--- src/rtl/reg_file_scoreboard.sv ---
// reg_file_scoreboard: register file with a per-entry busy scoreboard and a busy count.
// Reads are combinational; a same-cycle write is forwarded to the read ports, and an issue accepted together with a write to the same entry leaves that entry busy.
module reg_file_scoreboard #(
  parameter int DATA_W   = 32,
  parameter int ADDR_W   = 5,
  parameter int RD_PORTS = 2,
  parameter int ZERO_REG = 1,
  parameter int BYPASS   = 1
) (
  input  logic                         clk,
  input  logic                         rst_n,
  input  logic [RD_PORTS*ADDR_W-1:0]   RdAddr,
  output logic [RD_PORTS*DATA_W-1:0]   RdData,
  output logic [RD_PORTS-1:0]          RdBusy,
  input  logic                         WrEn,
  input  logic [ADDR_W-1:0]            WrAddr,
  input  logic [DATA_W-1:0]            WrData,
  input  logic                         IssueValid,
  input  logic [ADDR_W-1:0]            IssueDest,
  output logic                         IssueReady,
  output logic [ADDR_W:0]              BusyCount
);
  localparam int DEPTH = 1 << ADDR_W;
  localparam logic [ADDR_W:0] FULL = {1'b1, {ADDR_W{1'b0}}};
  logic [DATA_W-1:0] mem [DEPTH];
  logic [DEPTH-1:0] busy, busy_nxt;
  logic wr_ok, iss_zero, set, inc, dec;
  // Gating with rst_n keeps forwarded data off the read ports while reset is held.
  assign wr_ok      = WrEn && rst_n && !(ZERO_REG != 0 && WrAddr == '0);
  assign iss_zero   = ZERO_REG != 0 && IssueDest == '0;
  assign IssueReady = iss_zero || !busy[IssueDest] || (WrEn && WrAddr == IssueDest);
  assign set        = IssueValid && IssueReady && !iss_zero;
  assign inc        = set && !busy[IssueDest];
  assign dec        = wr_ok && busy[WrAddr] && !(set && IssueDest == WrAddr);
  always_comb begin
    busy_nxt = busy;
    if (wr_ok) busy_nxt[WrAddr] = 1'b0;
    if (set) busy_nxt[IssueDest] = 1'b1;
  end
  always_ff @(posedge clk or negedge rst_n) begin
    if (!rst_n) begin
      for (int i = 0; i < DEPTH; i++) mem[i] <= '0;
      busy      <= '0;
      BusyCount <= '0;
    end else begin
      if (wr_ok) mem[WrAddr] <= WrData;
      busy <= busy_nxt;
      if (inc && !dec && BusyCount != FULL) BusyCount <= BusyCount + 1'b1;
      else if (dec && !inc && BusyCount != '0) BusyCount <= BusyCount - 1'b1;
    end
  end
  for (genvar p = 0; p < RD_PORTS; p++) begin : g_rd
    logic [ADDR_W-1:0] ra;
    logic zero, fwd;
    assign ra   = RdAddr[p*ADDR_W +: ADDR_W];
    assign zero = ZERO_REG != 0 && ra == '0;
    assign fwd  = BYPASS != 0 && wr_ok && WrAddr == ra;
    assign RdData[p*DATA_W +: DATA_W] = zero ? '0 : fwd ? WrData : mem[ra];
    assign RdBusy[p] = zero ? 1'b0 : fwd ? 1'b0 : busy[ra];
  end
endmodule
--- config.mk ---
export PLATFORM = sky130hd
export DESIGN_NAME = reg_file_scoreboard
export DESIGN_NICKNAME = d
export VERILOG_FILES = /design/src/rtl/reg_file_scoreboard.sv
export SDC_FILE = /design/constraint.sdc
export NUM_CORES = 2
export LEC_CHECK = 0
export CAP_MARGIN = 20
export CORE_ASPECT_RATIO = 0.7
export CORE_MARGIN = 2
export CORE_UTILIZATION = 43
export DETAILED_ROUTE_END_ITERATION = 10
export HOLD_SLACK_MARGIN = 0.02
export PLACE_DENSITY_LB_ADDON = 0.12
export SETUP_SLACK_MARGIN = 0.1
export SYNTH_ARGS = -nofsm -noshare
export SYNTH_HDL_FRONTEND = slang
export SYNTH_SLANG_ARGS = --single-unit
export TNS_END_PERCENT = 30
--- constraint.sdc ---
create_clock -name clk -period 3.8 [get_ports clk]
set_clock_uncertainty 0.2 [all_clocks]
set_input_delay 0.38 -clock clk [delete_from_list [all_inputs] [get_ports clk]]
set_output_delay 0.38 -clock clk [all_outputs]
set_load 0.01 [all_outputs]
==> impl_metrics.json <==
{
  "grt.total_usage": 0.289,
  "clkLatencyLatePin_ns": 0.73,
  "cts-buffers-inserted": 111,
  "p_comb_frac": 0.200,
  "use_met3": 0.0553,
  "synth_top_cells_by_area": "dfrtp_1 (46%), mux4_2 (23%), mux2_2 (20%)",
  "syn_nets": 3783,
  "postSynthCellCount": 3722,
  "power.density_cell_area_nw_per_um2": 470,
  "busiest_layer": "met2",
  "power.share.sequential": 0.445,
  "initial_core_util": 0.433,
  "ios": 129,
  "grt_pass1_vias": 39700,
  "htree_levels": 3,
  "p_switching_mw": 8.59,
  "yosysTopAreaCellShare": 0.461,
  "path_clk_slew_ns": 0.06,
  "crit_path_start_kind": "primary input",
  "synth_most_common_cell": "dfrtp_1",
  "nets": 3922,
  "yosysSeqAreaShare": 0.461,
  "cts_root_buffer": "clkbuf_16",
  "rsz0062_at_grt": "true",
  "drtAntennaViolNets": 0,
  "syn-mean-instance-area_sq_um": 15.5,
  "internal-power_mw": 23.1,
  "syn_area_sq_um": 57700,
  "finalSetupViolCount": 0,
  "core_area_sq_um": 133000,
  "yosys.area.top_type": "dfrtp_1",
  "grt_max_degree": 176,
  "die_h_um": 310,
  "p_leak_nw": 29.8,
  "cts_max_path_buffers": 3,
  "hp-class": "primary input to async pin",
  "maxSlewViolCount": 0,
  "drtIter0Drc": 3182,
  "wl_um": 197000,
  "drcViolationCount": 0,
  "fp.dieArea_sq_um": 137000,
  "ys_ff_latch": 1062,
  "synth_edf_count": 0,
  "endpoint_kind": "output pin",
  "critPathMaxFanout": 14,
  "area_delta_synth_final_pct": 16.8,
  "maxCapViolCount": 0,
  "die_w_um": 442,
  "ys_top_cells_by_count": "dfrtp_1 (1062), mux2_2 (1031), mux4_2 (585)",
  "antenna_found_initial": 3,
  "ys_types": 55,
  "worstPathArrival_ns": 3.11,
  "hpwl_um": 118000,
  "place.gp.congestion": 0.848,
  "global_route.usage.met2": 0.459,
  "report.power.total_mw": 31.7,
  "hold_viol": 0,
  "grt_first_pass_wirelength_um": 288000,
  "max_clock_freq_mhz": 271,
  "final.setup.tns_ns": 0,
  "clockPowerShare": 0.355,
  "fin_crit_sh": 0.971,
  "tritoncts": "built",
  "cp.required_ns": 3.22,
  "rows": 112,
  "grt-ovfl-total": 0,
  "status": "finished clean",
  "synth_warnings": 0,
  "viasPerCell": 6.51,
  "dr.pass1.iters": 5,
  "worstMarginPinSlew_ns": 1.14,
  "ir_drop_v": 0.000365,
  "period_minus_slack_ns": 3.69,
  "async_flop_share": 1.00,
  "drt-wirelength-per-cell_um": 34.3,
  "num_vias": 37200,
  "max-slew-margin-rel": 0.238,
  "synth_ff_type": "dfrtp_1",
  "port_buffers": 128,
  "critPathKind": "primary input to output pin",
  "cts_sinks": 1062,
  "sw_frac_of_total": 0.271,
  "grt_util_met1": 0.403,
  "layout-drive-gt1-share": 0.566
}
through the flow:
step | util | hold WS, ns | area [sq um] | setup slack (ns) | cells
6_report | 0.506 | 0.153 | 67400 | 0.109 | 5722
5_1_grt | 0.506 | 0.170 | 67400 | 0.0302 | 5719
4_1_cts | 0.504 | 0.119 | 67200 | 0.00716 | 5708
3_5_place_dp | 0.474 | 0.0211 | 63200 | -0.371 | 5493
3_3_place_gp | 0.474 | 0.0215 | 63200 | -0.533 | 5493
2_1_floorplan | - | -0.116 | 57700 | 0.107 | 3722
path summary, 6_finish.rpt:
kind                                       start                  endpoint  slack [ns]  cells after the start
setup / recovery                       RdAddr[0]                 RdData[5]        0.11                      8
hold / removal                             rst_n      mem[493]$_DFFE_PN0P_        0.15                      2
setup reg to reg              busy[13]$_DFF_PN0_  BusyCount[5]$_DFFE_PN0P_        0.24                     13
hold reg to reg            mem[1000]$_DFFE_PN0P_     mem[1000]$_DFFE_PN0P_        0.19                      0
max in group asynchronous                  rst_n      mem[612]$_DFFE_PN0P_        0.57                      5
min in group clk           mem[1000]$_DFFE_PN0P_     mem[1000]$_DFFE_PN0P_        0.19                      0
power by group through the flow:
stage	sequential [mW]	clock [mW]	combinational [mW]
after floorplan	13.8	0	4.25
after global placement	14.1	0	6.11
after detailed placement	14.2	0	6.26
after CTS	14.0	11.4	6.34
after global routing	14.3	11.9	6.75
final	14.1	11.2	6.34
logic make-up (layout without fill, tap and decap cells):
group,after synthesis,in the layout,synth area share
adder cells (fa/ha/maj),5,5,0.00122
buffers and inverters,460,690,0.0329
XOR/XNOR,18,18,0.00273
flip-flops,1062,1062,0.461
AND/OR/NAND/NOR,173,173,0.0156
AO/OA/AOI/OAI,253,253,0.0335
multiplexers,1751,1751,0.453
other,0,3,0
area by class of cell:
type / instances / area [sq um]
Multi-Input combinational cell: 2200 / 29700
Fill cell: 11000 / 65800
Clock inverter: 35 / 365
Clock buffer: 169 / 3360
Antenna cell: 3 / 7.51
Inverter: 20 / 75.1
Tap cell: 1767 / 2210
Sequential cell: 1062 / 26600
Timing Repair Buffer: 466 / 5110
registers in the layout, indices dropped and copies added, names as in the netlist:
signal,cells
BusyCount,6
busy,32
mem,1024
per-layer routing:
layer | wire (um) | vias up
met5 | 13 | -
met1 | 84700 | 20500
met4 | 7130 | 2
met3 | 13200 | 389
met2 | 91500 | 1446
li1 | - | 14900
worst max-delay path: stages:
cell	delay [ns]
buf_8	0.24
buf_12	0.21
buf_4	0.26
mux4_2	0.55
mux4_2	0.47
mux2i_1	0.31
a211oi_1	0.14
clkdlybuf4s50_1	0.50
placed cells by master, fill, tap and decap left out, types with 8 or more instances in the layout:
| master | synthesis | final |
|---|---|---|
| buf_12 | 0 | 94 |
| clkdlybuf4s50_1 | 0 | 93 |
| a211oi_1 | 45 | 42 |
| o221ai_1 | 24 | 24 |
| clkbuf_8 | 0 | 34 |
| a22o_1 | 51 | 51 |
| nand2_4 | 0 | 11 |
| mux4_2 | 585 | 585 |
| buf_4 | 6 | 242 |
| a21oi_1 | 17 | 13 |
| nor2_1 | 62 | 48 |
| dlygate4sd2_1 | 0 | 15 |
| o21ai_0 | 26 | 21 |
| o211ai_1 | 17 | 17 |
| o22ai_1 | 25 | 25 |
| a221oi_1 | 20 | 11 |
| dfrtp_2 | 0 | 8 |
| clkbuf_1 | 277 | 23 |
| nor2_4 | 0 | 14 |
| a32o_1 | 16 | 16 |
| inv_1 | 20 | 20 |
| nand2_1 | 37 | 25 |
| mux2_2 | 1031 | 1031 |
| clkbuf_16 | 0 | 114 |
| clkinv_2 | 0 | 19 |
| dfrtp_1 | 1062 | 1054 |
| nand2b_1 | 17 | 16 |
| xor2_1 | 8 | 8 |
| mux2i_1 | 135 | 127 |
| dlymetal6s2s_1 | 0 | 8 |
| a221oi_2 | 1 | 9 |
| xnor2_1 | 10 | 10 |
what timing repair did:
action                                 4_1_cts  5_1_grt
hold buffers                                 2        0
gates resized for setup                     59       18
pin swaps                                    2        2
setup buffers                                9        7
setup endpoints to repair                   64       37
cloned                                       0        2
endpoints found under the hold margin      316        0
(Power assumes the default switching activity.)
